[src/rtl/axis_arb_mux_pkg.sv]
// Shared types and constants for the packet-level AXI-Stream arbiter/mux.
package axis_arb_mux_pkg;

  typedef enum logic [0:0] {
    StIdle,
    StGranted
  } arb_state_e;

  localparam string ArbPriority   = "PRIORITY";
  localparam string ArbRoundRobin = "ROUND_ROBIN";
  localparam string LsbHigh       = "HIGH";
  localparam string LsbLow        = "LOW";

endpackage

[src/rtl/axis_arb_select.sv]
// Combinational grant selection: fixed priority, or round-robin starting at ptr_i.
module axis_arb_select #(
  parameter int unsigned N    = 4,
  parameter int unsigned IdxW = $clog2(N)
) (
  input  logic [N-1:0]    req_i,
  input  logic            rr_i,
  input  logic            lsb_high_i,
  input  logic [IdxW-1:0] ptr_i,
  output logic [N-1:0]    grant_o,
  output logic [IdxW-1:0] idx_o,
  output logic            valid_o
);

  // Priority position <-> stream index; the mapping is its own inverse.
  function automatic int unsigned pos2idx(input int unsigned pos, input logic lsb_high);
    return lsb_high ? pos : (N - 1 - pos);
  endfunction

  always_comb begin
    int unsigned start;
    int unsigned pos;
    int unsigned idx;
    grant_o = '0;
    idx_o   = '0;
    valid_o = 1'b0;
    pos     = 0;
    idx     = 0;
    start   = rr_i ? pos2idx(int'(ptr_i), lsb_high_i) : 0;
    for (int unsigned k = 0; k < N; k++) begin
      pos = start + k;
      if (pos >= N) pos = pos - N;
      idx = pos2idx(pos, lsb_high_i);
      if (!valid_o && req_i[IdxW'(idx)]) begin
        valid_o              = 1'b1;
        idx_o                = IdxW'(idx);
        grant_o[IdxW'(idx)]  = 1'b1;
      end
    end
  end

endmodule

[src/rtl/axis_arb_mux.sv]
// Packet-level AXI-Stream arbiter/mux with a registered grant and a 2-entry output skid.
module axis_arb_mux
  import axis_arb_mux_pkg::*;
#(
  parameter int unsigned S_COUNT      = 4,
  parameter int unsigned DATA_WIDTH   = 8,
  parameter bit          USER_ENABLE  = 1'b1,
  parameter int unsigned USER_WIDTH   = 1,
  parameter string       ARB_TYPE     = "PRIORITY",
  parameter string       LSB_PRIORITY = "HIGH"
) (
  input  logic                          clk,
  input  logic                          rst_n,
  input  logic [S_COUNT*DATA_WIDTH-1:0] input_tdata,
  input  logic [S_COUNT-1:0]            input_tvalid,
  output logic [S_COUNT-1:0]            input_tready,
  input  logic [S_COUNT-1:0]            input_tlast,
  input  logic [S_COUNT*USER_WIDTH-1:0] input_tuser,
  output logic [DATA_WIDTH-1:0]         output_tdata,
  output logic                          output_tvalid,
  input  logic                          output_tready,
  output logic                          output_tlast,
  output logic [USER_WIDTH-1:0]         output_tuser,
  output logic                          grant_valid,
  output logic [$clog2(S_COUNT)-1:0]    grant_index
);

  localparam int unsigned IdxW  = $clog2(S_COUNT);
  localparam bit          IsRr  = (ARB_TYPE == ArbRoundRobin);
  localparam bit          LsbHi = (LSB_PRIORITY != LsbLow);
  localparam logic [IdxW-1:0] LastIdx = IdxW'(S_COUNT - 1);

  typedef struct packed {
    logic [DATA_WIDTH-1:0] data;
    logic                  last;
    logic [USER_WIDTH-1:0] user;
  } beat_t;

  arb_state_e      state_q, state_d;
  logic            grant_valid_q, grant_valid_d;
  logic [IdxW-1:0] grant_idx_q, grant_idx_d;
  logic [IdxW-1:0] rr_ptr_q, rr_ptr_d;

  beat_t           mem_q [2];
  logic            wr_ptr_q, rd_ptr_q;
  logic [1:0]      cnt_q, cnt_d;

  logic               stage_ready, accept, pop, last_hs, take;
  logic [S_COUNT-1:0] grant_oh, sel_req, sel_grant;
  logic [IdxW-1:0]    sel_idx;
  logic               sel_valid;
  beat_t              beat_in;

  assign stage_ready  = (cnt_q == 2'd0) || ((cnt_q == 2'd1) && output_tready);
  assign grant_oh     = {{(S_COUNT - 1){1'b0}}, 1'b1} << grant_idx_q;
  assign input_tready = (grant_valid_q && stage_ready) ? grant_oh : '0;
  assign accept       = grant_valid_q & stage_ready & input_tvalid[grant_idx_q];
  assign last_hs      = accept & input_tlast[grant_idx_q];
  assign pop          = (cnt_q != 2'd0) & output_tready;

  // The stream finishing its packet does not compete in the same-cycle re-arbitration.
  assign sel_req = (state_q == StGranted) ? (input_tvalid & ~grant_oh) : input_tvalid;

  axis_arb_select #(
    .N    (S_COUNT),
    .IdxW (IdxW)
  ) u_select (
    .req_i      (sel_req),
    .rr_i       (IsRr),
    .lsb_high_i (LsbHi),
    .ptr_i      (rr_ptr_q),
    .grant_o    (sel_grant),
    .idx_o      (sel_idx),
    .valid_o    (sel_valid)
  );

  always_comb begin
    state_d       = state_q;
    grant_valid_d = grant_valid_q;
    grant_idx_d   = grant_idx_q;
    rr_ptr_d      = rr_ptr_q;
    take          = 1'b0;
    unique case (state_q)
      StIdle: begin
        if (sel_valid) take = 1'b1;
      end
      StGranted: begin
        if (last_hs) begin
          if (sel_valid) begin
            take = 1'b1;
          end else begin
            state_d       = StIdle;
            grant_valid_d = 1'b0;
          end
        end
      end
      default: state_d = StIdle;
    endcase
    if (take) begin
      state_d       = StGranted;
      grant_valid_d = 1'b1;
      grant_idx_d   = sel_idx;
      if (LsbHi) rr_ptr_d = (sel_idx == LastIdx) ? '0 : sel_idx + 1'b1;
      else       rr_ptr_d = (sel_idx == '0) ? LastIdx : sel_idx - 1'b1;
    end
  end

  always_ff @(posedge clk or negedge rst_n) begin
    if (!rst_n) begin
      state_q       <= StIdle;
      grant_valid_q <= 1'b0;
      grant_idx_q   <= '0;
      rr_ptr_q      <= LsbHi ? '0 : LastIdx;
    end else begin
      state_q       <= state_d;
      grant_valid_q <= grant_valid_d;
      grant_idx_q   <= grant_idx_d;
      rr_ptr_q      <= rr_ptr_d;
    end
  end

  always_comb begin
    beat_in.data = input_tdata[grant_idx_q*DATA_WIDTH +: DATA_WIDTH];
    beat_in.last = input_tlast[grant_idx_q];
    beat_in.user = USER_ENABLE ? input_tuser[grant_idx_q*USER_WIDTH +: USER_WIDTH] : '0;
    cnt_d        = cnt_q + {1'b0, accept} - {1'b0, pop};
  end

  always_ff @(posedge clk or negedge rst_n) begin
    if (!rst_n) begin
      for (int i = 0; i < 2; i++) mem_q[i] <= '0;
      wr_ptr_q <= 1'b0;
      rd_ptr_q <= 1'b0;
      cnt_q    <= 2'd0;
    end else begin
      if (accept) begin
        mem_q[wr_ptr_q] <= beat_in;
        wr_ptr_q        <= ~wr_ptr_q;
      end
      if (pop) rd_ptr_q <= ~rd_ptr_q;
      cnt_q <= cnt_d;
    end
  end

  assign output_tvalid = (cnt_q != 2'd0);
  assign output_tdata  = mem_q[rd_ptr_q].data;
  assign output_tlast  = mem_q[rd_ptr_q].last;
  assign output_tuser  = mem_q[rd_ptr_q].user;
  assign grant_valid   = grant_valid_q;
  assign grant_index   = grant_idx_q;

endmodule

[config.mk]
export PLATFORM = sky130hd
export DESIGN_NAME = axis_arb_mux
export DESIGN_NICKNAME = d
export VERILOG_FILES = /design/src/rtl/axis_arb_mux_pkg.sv /design/src/rtl/axis_arb_select.sv /design/src/rtl/axis_arb_mux.sv
export SDC_FILE = /design/constraint.sdc
export NUM_CORES = 1
export LEC_CHECK = 0
export CORE_MARGIN = 2
export CORE_UTILIZATION = 45
export CTS_CLUSTER_SIZE = 28
export DETAILED_ROUTE_END_ITERATION = 10
export PLACE_DENSITY_LB_ADDON = 0.2
export SLEW_MARGIN = 0
export SYNTH_ARGS = -nofsm -noshare
export SYNTH_HDL_FRONTEND = slang
export SYNTH_HIERARCHICAL = 1
export SYNTH_SLANG_ARGS = --single-unit
export TNS_END_PERCENT = 10
[constraint.sdc]
create_clock -name clk -period 2.9 [get_ports clk]
set_input_delay 0.29 -clock clk [delete_from_list [all_inputs] [get_ports clk]]
set_output_delay 0.29 -clock clk [all_outputs]
set_load 0.05 [all_outputs]
# --- Word-level counts from Yosys, hierarchy flattened ---
# Index checks and enable logic that the tools add are counted.
totals:
  in_bits: 47
  ff_bits: 28
  wordCells: 78
op_classes:
  muxes: 29
  order_cmp: 4
  shift: 3
  add_sub_neg: 2
  bitwise: 11
  n_reduce_logical: 15
  n_eq_ne: 2
ops:
  columns: ["op", "count"]
  rows:
  - ["two-way mux 10 bit", 4]
  - ["variable part select 32 x 6 -> 8 bit", 1]
  - ["bitwise mux 20 bit", 1]
  - ["two-way mux 1 bit", 16]
  - ["demux 10 bit (select 1 bit)", 1]
  - ["two-way mux 4 bit", 2]
  - ["logical AND 1 bit", 6]
  - ["nonzero test 2 bit", 3]
  - ["AND 1 bit", 4]
  - ["AND 4 bit", 1]
  - ["binary-select mux 1 bit (select 2 bit)", 2]
  - ["greater-or-equal comparator 2 bit (second input constant)", 2]
  - ["two-way mux 2 bit", 2]
  - ["NOT 1 -> 2 bit", 2]
  - ["NOT 4 bit", 1]
  - ["variable part select 4 x 3 -> 1 bit", 1]
  - ["left shift 1 x 2 -> 4 bit (first input constant)", 1]
  - ["logical NOT 1 bit", 3]
  - ["< comparator 2 x 3 -> 1 bit (second input constant)", 1]
  - ["NOT 1 bit", 3]
  - ["AND reduction 3 bit", 1]
  - ["adder 2 x 1 -> 2 bit", 1]
  - ["equality test 2 x 1 -> 1 bit (second input constant)", 1]
  - ["logical NOT 2 bit", 1]
  - ["other kinds (5)", 5]

# --- Logic depth before layout (Yosys ltp) ---
# Gate-level depths: netlist of run 1.
logic_depth:
  ltp_word: 19
  mapped_depth: 15
  ltp_nobuf: 12

# --- By module ---
# The synthesis of run 1 kept the hierarchy.
modules_own_cells:
  columns: ["mod", "seq_area_each_um2", "area_per_inst_um2", "cells_per_inst", "n_inst"]
  rows:
  - ["axis_arb_mux", 750.7, 1833.0, 147, 1]
  - ["axis_arb_select", 0.0, 604.3, 86, 1]

# --- Worst setup path before layout of run 1 ---
# OpenSTA, ideal clock, no wires.
synth_timing:
  path_kind: "flip-flop to flip-flop"
  startpoint: "register grant_idx_q[1] (netlist: grant_index[1])"
  endpoint: "register rr_ptr_q[0] (netlist name)"
  slack_ns: -0.420
  arrival_ns: 3.234
  t_required_ns: 2.813
  path_stages_with_launch: 14
  setup_time_ns: 0.087
  path_buffers: 2
  cell_sequence: "dfrtp_1 -> buf_4 -> clkbuf_1 -> nor2b_1 -> a21boi_0 -> a2bb2oi_1 -> o221a_2 -> a21boi_1 -> mux2i_1 -> ha_1 -> nor2_1 -> nand3_1 -> or3_1 -> o211ai_1"
synth_lines:
  columns: ["item", "line_no", "rtl"]
  rows:
  - ["start, declared", "axis_arb_mux.sv:41", "logic [IdxW-1:0] grant_idx_q, grant_idx_d;"]
  - ["start signal, assigned", "axis_arb_mux.sv:117", "grant_idx_q <= grant_idx_d;"]

==> results of run 1 <==
final cells by class:
type                            count  area (sq um)
Clock inverter                      2          10.0
Multi-Input combinational cell    153          1370
Inverter                            8          30.0
Timing Repair Buffer               73           708
Tap cell                           67          83.8
Fill cell                         412          1730
Clock buffer                        6          72.6
Sequential cell                    30           753
registers in the layout, summed over array words and instances, names as in the netlist:
name / cells
mem_q: 20
state_q: 1
grant_valid: 1
cnt_q: 2
rd_ptr_q: 1
wr_ptr_q: 1
grant_index: 2
rr_ptr_q: 2
worst max-delay path, cell delays in order (launching register included):
cell      delay [ns]
dfrtp_2         0.48
o31a_1          0.40
a221oi_4        0.36
a21boi_1        0.24
mux2i_1         0.30
ha_1            0.30
a221oi_1        0.25
o211ai_1        0.13
per-layer routing:
layer	vias to the layer above	wire (microns)	share of wire, %
li1	901	-	-
met5	-	0	0
met4	0	54	1.1
met3	7	346	6.8
met2	58	2510	49
met1	907	2210	43
metrics by stage:
stage	std cells	instance area (sq um)	hold slack, ns
detailed placement	331	2940	0.484
CTS	339	3030	0.408
finish	339	3030	0.396
floorplan	208	2250	-0.00559
global route	339	3030	0.430
global placement	331	2940	0.483
worst min-delay path by stage:
stage             start   endpoint  slack (ns)  depth (start not counted)
5_1_grt           rst_n   mem_q[4]        0.43                          2
3_3_place_gp   cnt_q[1]   cnt_q[1]        0.48                          1
4_1_cts           rst_n   mem_q[4]        0.41                          2
6_report          rst_n  mem_q[14]        0.40                          2
3_5_place_dp   cnt_q[1]   cnt_q[1]        0.48                          1
2_1_floorplan     rst_n   cnt_q[0]      -0.006                          0
report_power, final:
part	switching (W)	internal (W)	leakage, nW
registers	0.000118	0.000590	0.355
logic	0.000607	0.000529	0.856
clock network	0.000148	0.000166	0.0450
total	0.000873	0.00128	1.26
==> results by group, run 1 <==
Timing
  • RSZ-0062 raised after global routing: false
  • Final Slew Violations: 0
  • Tightest Pin Transition: 0.518 ns
  • Endpoints failing hold: 0
  • Clk_skew: 0.00982 ns
  • Setup WS post-layout: 0.302 ns
  • Period utilization: 89.6%
  • Worst slew margin: 65.1%
  • Min Tclk post-route: 2.60 ns
  • Fmax: 0.385 GHz
  • Setup_tns: 0 ns
  • Final setup vio count: 0

Synthesis
  • Ys Warns: 6
  • Avg Inst Size Synth: 10.9 sq um
  • Synthesized instance count: 205
  • Mapped Area: 2240 sq um

CTS
  • Clock Sinks: 30
  • PostCTS Resize Cnt: 0
  • CTS buffer count: 5
  • Clock Path Buffers: 2
  • H-tree lvl count: 2
  • Post-CTS Setup Inserts: 0
  • TritonCTS clock tree: done
  • CTS hold repair buffers: 0
  • Clock transition at path regs: 0.07 ns
  • Clk_lat worst skew: 0.28 ns
  • Root Driver: clkbuf_8

Die
  • Core Area: 4750 sq um
  • Die width: 74.6 microns
  • Row count: 25
  • Die H: 74.6 microns
  • Initial core utilization: 47.1%
  • I/O pin count: 65
  • Die ar.: 5560 sq um

Worst setup path
  • Worst Reg-to-Reg Cells: 7
  • Worst Setup EP: rr_ptr_q[1]
  • Worst Path Arrival: 2.74 ns
  • Critical setup path kind: reg -> reg
  • Critical Path Fanout Max: 8
  • Crit path launch type: flop
  • Worst Setup End Kind: flop
  • R2r setup slk: 0.30 ns
  • Crit path launch: grant_index[0]
  • Reg-to-reg endpoint: rr_ptr_q[1]
  • Worst EP required: 3.04 ns
  • Worst R2R Start: grant_index[0]

Route
  • Routed Antenna Nets: 0
  • Initial DRC count: 94
  • Vias: 1,873
  • Via/cell ratio: 5.53
  • TritonRoute pass-1 iters: 4
  • Routed WL: 5.12 mm
  • Routed length per instance: 15.1 microns
  • Drc violations: 0

Global route
  • Met3 Use GR: 4.07%
  • Global route overflow: 0
  • Most Used Layer, Global Route: met2
  • GRT Total Usage: 19.3%
  • Vias in the first global route: 1,790
  • Global-route wire length before repair: 8.31 mm
  • Initial antenna violation count: 0
  • Largest net degree at the start of global routing: 31
  • M1 GR Usage: 25.3%
  • Met2 Usage GRT: 32.5%

Cells and area
  • Final core utilization: 63.7%
  • Commonest non-fill, non-tap cell in the layout: clkdlybuf4s50_1
  • Most frequent cells in the layout: clkdlybuf4s50_1, mux2_2, dfrtp_1
  • Share of layout cells above drive strength 1: 25.4%
  • Ant diodes: 0
  • Fin nets: 321
  • P&R area growth vs syn: 35.1%

Place
  • Port buffer count: 64
  • Pre-CTS WS: 0.280 ns
  • Dpl hpwl: 3.94 mm
  • Gp weighted congestion: 0.941

Run
  • Max cap viols: 0

Power and ir drop
  • Static leakage: 1.26 nW
  • Maximum VDD drop: 0.308 mV
  • Final Power: 0.00216 W
  • PwrDens: 713 nW/um^2

Worst hold path
  • Worst hold path type: in -> async

Run status
  • Status: complete, no violations
Note: power is estimated with default switching activity, not from simulation.
==> run 2, diff against run 1 <==
CORE_ASPECT_RATIO = 1.4   (was not set)
==> run 2 against run 1 <==
Register-to-register slack got worse by 0.05 ns. First-iteration DRC count shrank 37%. Core utilization is 0.97 points lower. Sequential power about the same. Sequential share of layout area about the same. Non-clock buffer count grew 1. Clock-buffer cell count increased by 1. Maximum frequency shrank 2.1%. Cell area grew 0.29%. Critical path type unchanged.
==> results by group, run 2 (same netlist as run 1, synthesis figures left out) <==
Worst setup path
  • Worst EP required: 3.05 ns (about the same)
  • Worst path bufs/invs: 1 (+1)
  • Critical Path Slowest Stage Cell: dfrtp_2
  • Crit-path max cell delay: 0.47 ns (about the same)
  • Worst Path Arrival: 2.80 ns (+0.06 ns)
  • Worst R2R Start: state_q
  • Worst Setup End Kind: flop
  • Worst Setup EP: rr_ptr_q[1]
  • Levels on crit path: 8 (+1)
  • R2r setup slk: 0.25 ns (-0.05 ns)
  • Crit path launch type: flop
  • Critical setup path kind: reg -> reg
  • Critical path's top delay family: compound AO/OA/AOI/OAI gates
  • Worst Reg-to-Reg Cells: 8 (+1)
  • Reg-to-reg endpoint: rr_ptr_q[1]
  • Crit path cell chain: inv_1 -> o31a_1 -> a221oi_4 -> a21boi_1 -> mux2i_1 -> ha_1 -> a221oi_1 -> o211ai_1
  • Critical Path Fanout Max: 10 (+2)
  • Crit path launch: state_q

Global route
  • GRT Total Usage: 21.4% (+2.0 points)
  • Largest net degree at the start of global routing: 21 (-32%)
  • Global route overflow: 0 (unchanged)
  • Global-route wire length before repair: 9.17 mm (+10%)
  • Initial antenna violation count: 0 (unchanged)
  • Vias in the first global route: 1,965 (+9.8%)

Cells and area
  • Reg with most FFs: mem_q
  • Fin nets: 322 (+0.31%)
  • Share of layout cells above drive strength 1: 25.7% (+0.37 points)
  • Ant diodes: 0 (unchanged)
  • Commonest non-fill, non-tap cell in the layout: clkdlybuf4s50_1
  • Max FFs per register: 20 (unchanged)
  • P&R area growth vs syn: 35.5%
  • Design Area, Final: 3040 sq um (+0.29%)
  • Most frequent cells in the layout: clkdlybuf4s50_1, mux2_2, dfrtp_1
  • FILL cells: 392 (-4.9%)

Die
  • Die ar.: 5570 sq um (+0.15%)
  • Core Area: 4840 sq um (+1.8%)
  • I/O pin count: 65 (unchanged)
  • Initial core utilization: 46.3% (-0.85 points)
  • Die H: 87.5 microns (+17%)
  • Die width: 63.6 microns (-15%)
  • Row count: 30 (+20%)

Timing
  • Final setup vio count: 0 (unchanged)
  • Setup_tns: 0 ns (unchanged)
  • RSZ-0062 raised after global routing: false
  • Tightest Pin Transition: 0.941 ns (+0.423 ns)
  • Endpoints failing hold: 0 (unchanged)
  • Clk_skew: 0.00569 ns (-0.00414 ns)
  • Worst slew margin: 37.1% (-28 points)
  • Fin Hold WS: 0.501 ns (+0.105 ns)
  • Setup WS post-layout: 0.247 ns (-0.0544 ns)
  • Fmax: 0.377 GHz (-2.1%)
  • Min Tclk post-route: 2.65 ns (+0.0544 ns)
  • Final Slew Violations: 0 (unchanged)
  • Period utilization: 91.5% (+1.9 points)

Route
  • Via/cell ratio: 5.51 (-0.35%)
  • TritonRoute pass-1 iters: 4 (unchanged)
  • Vias: 1,850 (-1.2%)
  • Routed WL: 5.41 mm (+5.6%)
  • Initial DRC count: 59 (-37%)
  • Drc violations: 0 (unchanged)
  • Routed length per instance: 16.1 microns (+6.5%)
  • Routed Antenna Nets: 0 (unchanged)

Place
  • Dpl hpwl: 4.16 mm (+5.6%)
  • Gp weighted congestion: 0.890 (-5.4%)
  • Port buffer count: 64 (unchanged)
  • Pre-CTS WS: 0.170 ns (-0.110 ns)
  • Area post-placement: 2950 sq um (+0.13%)

Power and ir drop
  • Final Power: 0.00218 W (+1.3%)
  • Static leakage: 1.26 nW (+0.31%)
  • PwrDens: 720 nW/um^2 (+1.0%)
  • Maximum VDD drop: 0.312 mV (+1.2%)

CTS
  • Clock Path Buffers: 2 (unchanged)
  • Clock Sinks: 30 (unchanged)
  • Clock transition at path regs: 0.06 ns (about the same)
  • Post-CTS Setup Inserts: 0 (unchanged)
  • Clk_lat worst skew: 0.28 ns (about the same)
  • Root Driver: clkbuf_8
  • H-tree lvl count: 2 (unchanged)
  • PostCTS Resize Cnt: 0 (unchanged)
  • TritonCTS clock tree: done
  • CTS hold repair buffers: 0 (unchanged)
  • CTS buffer count: 5 (unchanged)

Worst hold path
  • Hold Crit Depth: 1
  • Min-delay src: cnt_q[1]
  • Worst hold path type: reg -> reg

Run
  • Max cap viols: 0 (unchanged)

Run status
  • Status: complete, no violations
## run 2: cell types whose count changed in the layout (fill, tap and decap cells not counted)
cell      change
buf_4         +1
clkinv_2      -2
dfrtp_1       -1
clkbuf_8      +1
dfrtp_2       +1
## run 2: worst min-delay path by stage
| stage | end | slack [ns] |
|---|---|---|
| floorplan | cnt_q[0] | -0.006 |
| global placement | mem_q[5] | 0.48 |
| detailed placement | mem_q[2] | 0.49 |
| CTS | mem_q[2] | 0.51 |
| global route | mem_q[6] | 0.52 |
| finish | cnt_q[1] | 0.50 |
## run 2: where the power goes
group          internal, W  switching [W]
combinational     0.000531       0.000611
sequential        0.000590       0.000119
clock             0.000188       0.000146
total              0.00131       0.000876
## run 2: area by class of cell
cell class	instances	area (sq um)	share of cell area, %
inverter	8	30.0	0.989
tap	64	80.1	2.64
sequential	30	754	24.9
multi-input combinational	153	1370	45.1
timing repair buffer	74	716	23.6
clock buffer	7	86.3	2.84
## run 2: worst reg2reg max path, delay by kind of cell, from the launching register on
kind            cells  cell delay [ns]
compound gates      5             1.36
flops               1             0.47
mux                 1             0.28
fa+ha+maj           1             0.28
buf+inv             1             0.13
## run 2: per-layer routing
metal | track usage (%) | wire length, microns
met1 | 23.4 | 2270
met2 | 39.2 | 2730
met3 | 4.66 | 297
met4 | 9.49 | 113
met5 | 0 | 0
## run 2: stage by stage
step / cells / utilization (%)
CTS: 336 / 62.7
global route: 336 / 62.7
finish: 336 / 62.7
floorplan: 208 / -
global placement: 329 / 60.9
detailed placement: 329 / 60.9
==> run 3, diff against run 2 <==
CORE_UTILIZATION = 49   (was 45)
HOLD_SLACK_MARGIN = 0.1   (was not set)
clock period = 2.7 ns   (was 2.9 ns; I/O delays follow)
==> run 3 against run 2 <==
Sequential cell count stayed put. Global-route usage is 1.9 points higher. Worst hold slack worse by 0.026 ns. Wire length is 3.0% higher. Largest power group unchanged.
==> results by group, run 3 (same netlist as run 1, synthesis figures left out) <==
Worst setup path
  • Critical Path Fanout Max: 7 (-3)
  • Critical path's top delay family: compound AO/OA/AOI/OAI gates
  • Critical setup path kind: reg -> reg
  • Crit-path max cell delay: 0.42 ns (-0.05 ns)
  • Worst path bufs/invs: 0 (-1)
  • Worst Setup End Kind: flop
  • Worst Path Arrival: 2.68 ns (-0.12 ns)
  • Crit path cell chain: nand2b_1 -> o21a_1 -> nor2b_1 -> a32oi_1 -> o211ai_2 -> a41oi_1 -> o21ai_1 -> ha_1 -> nor2_1 -> nand3_1 -> or3_1 -> o211ai_1
  • Worst EP required: 2.89 ns (-0.16 ns)
  • Critical Path Slowest Stage Cell: dfrtp_2
  • Crit path launch type: flop

CTS
  • Clock Path Buffers: 2 (unchanged)
  • H-tree lvl count: 2 (unchanged)
  • Post-CTS Setup Inserts: 0 (unchanged)
  • TritonCTS clock tree: done
  • CTS hold repair buffers: 0 (unchanged)
  • CTS buffer count: 5 (unchanged)
  • Clock transition at path regs: 0.07 ns (about the same)
  • Clk_lat worst skew: 0.29 ns (about the same)
  • Clock Sinks: 30 (unchanged)
  • Root Driver: clkbuf_8

Global route
  • Global route overflow: 0 (unchanged)
  • Largest net degree at the start of global routing: 21 (unchanged)
  • GRT Total Usage: 23.2% (+1.9 points)
  • Initial antenna violation count: 0 (unchanged)
  • Vias in the first global route: 1,962 (-0.15%)
  • Global-route wire length before repair: 8.94 mm (-2.5%)

Place
  • Placed Instances: 332 (+0.91%)
  • Pre-CTS WS: 0.113 ns (-0.0573 ns)
  • Dpl hpwl: 4.31 mm (+3.6%)
  • Port buffer count: 64 (unchanged)
  • Gp weighted congestion: 0.931 (+4.6%)

Cells and area
  • Share of layout cells above drive strength 1: 28.4% (+2.7 points)
  • P&R area growth vs syn: 38.1%
  • Max FFs per register: 20 (unchanged)
  • Final core utilization: 69.3% (+6.6 points)
  • Fin nets: 327 (+1.6%)
  • Ant diodes: 0 (unchanged)
  • Most frequent cells in the layout: clkdlybuf4s50_1, mux2_2, dfrtp_1
  • Reg with most FFs: mem_q
  • Fin cells: 340 (+1.2%)
  • Commonest non-fill, non-tap cell in the layout: clkdlybuf4s50_1
  • FILL cells: 354 (-9.7%)

Die
  • Initial core utilization: 50.2% (+3.9 points)
  • Die width: 61.2 microns (-3.9%)
  • Core Area: 4460 sq um (-7.8%)
  • Die H: 84.0 microns (-4.0%)
  • Die ar.: 5140 sq um (-7.7%)
  • Row count: 29 (-3.3%)
  • I/O pin count: 65 (unchanged)

Power and ir drop
  • Static leakage: 1.29 nW (+2.8%)
  • Comb power frac: 51.9% (-0.4 points)
  • Maximum VDD drop: 0.358 mV (+15%)
  • Clock share of power: 15.7% (+0.4 points)
  • Final Power: 0.00236 W (+8.1%)
  • Switching part of the total: 40.2% (+0.12 points)
  • PwrDens: 763 nW/um^2 (+6.1%)
  • Int Pwr: 0.00141 W (+7.9%)
  • Switching pwr: 0.000950 W (+8.5%)
  • Sequential share of power: 32.4% (about the same)

Timing
  • Final setup vio count: 0 (unchanged)
  • Min Tclk post-route: 2.49 ns (-0.164 ns)
  • Period utilization: 92.2% (+0.70 points)
  • Tightest Pin Transition: 0.867 ns (-0.0737 ns)
  • Endpoints failing hold: 0 (unchanged)
  • Worst slew margin: 42.0% (+4.9 points)
  • Setup WS post-layout: 0.211 ns (-0.0360 ns)
  • Setup_tns: 0 ns (unchanged)
  • Final Slew Violations: 0 (unchanged)
  • Fmax: 0.402 GHz (+6.6%)
  • RSZ-0062 raised after global routing: false
  • Clk_skew: 0.00747 ns (+0.00178 ns)

Worst hold path
  • Worst hold path type: in -> async

Run
  • Max cap viols: 0 (unchanged)

Route
  • Routed length per instance: 16.4 microns (+1.8%)
  • Vias: 1,912 (+3.4%)
  • Drc violations: 0 (unchanged)
  • Routed WL: 5.57 mm (+3.0%)
  • Via/cell ratio: 5.62 (+2.1%)
  • Routed Antenna Nets: 0 (unchanged)
  • TritonRoute pass-1 iters: 4 (unchanged)
  • Initial DRC count: 68 (+15%)

Run status
  • Status: complete, no violations
[run 3: what timing repair did]
item,in CTS,in global routing
endpoints found under the hold margin,0,0
resized for setup,0,1
endpoints found under the setup margin,0,1
[run 3: power groups by stage]
stage	combinational, W	clock, W	sequential [W]
floorplan	0.000906	0	0.000715
global placement	0.00121	0	0.000763
detailed placement	0.00123	0	0.000772
CTS	0.00123	0.000379	0.000764
global route	0.00130	0.000403	0.000786
finish	0.00123	0.000371	0.000765
[run 3: worst register-to-register path: cells and delay by family (launching register included)]
kind	cells	cell delay [ns]
AO/OA/AOI/OAI	6	0.96
AND/OR/NAND/NOR	5	0.78
flip-flops	1	0.42
adder cells (fa/ha/maj)	1	0.22
[run 3: stage by stage]
stage / hold slack, ns / instance area [sq um]
2_1_floorplan: -0.0256 / 2280
3_3_place_gp: 0.480 / 3000
3_5_place_dp: 0.479 / 3000
4_1_cts: 0.489 / 3090
5_1_grt: 0.517 / 3090
6_report: 0.474 / 3090
[run 3: layer usage]
layer	track usage [%]	share of wire, %	up-vias
met4	9.68	2.4	0
met1	26.3	39	950
met5	0	0	-
met2	40.8	54	50
li1	-	-	902
met3	3.88	4.8	10
[run 3: final timing paths]
check | start | cells after the start | to | slack, ns
worst max-delay path | grant_index[1] | 12 | rr_ptr_q[0] | 0.21
worst min-delay path | rst_n | 1 | mem_q[4] | 0.47
worst max register to register | grant_index[1] | 12 | rr_ptr_q[0] | 0.21
worst min register to register | cnt_q[1] | 1 | cnt_q[1] | 0.49
max in group asynchronous | rst_n | 2 | mem_q[9] | 1.57
min in group clk | cnt_q[1] | 1 | cnt_q[1] | 0.49
[run 3: layout make-up]
type / count / area, sq um / area share [%]
timing repair buffer: 79 / 753 / 24.3
tap: 62 / 77.6 / 2.51
multi-input combinational: 153 / 1390 / 44.9
sequential: 30 / 753 / 24.3
clock inverter: 1 / 5.00 / 0.162
inverter: 8 / 30.0 / 0.970
clock buffer: 7 / 86.3 / 2.79
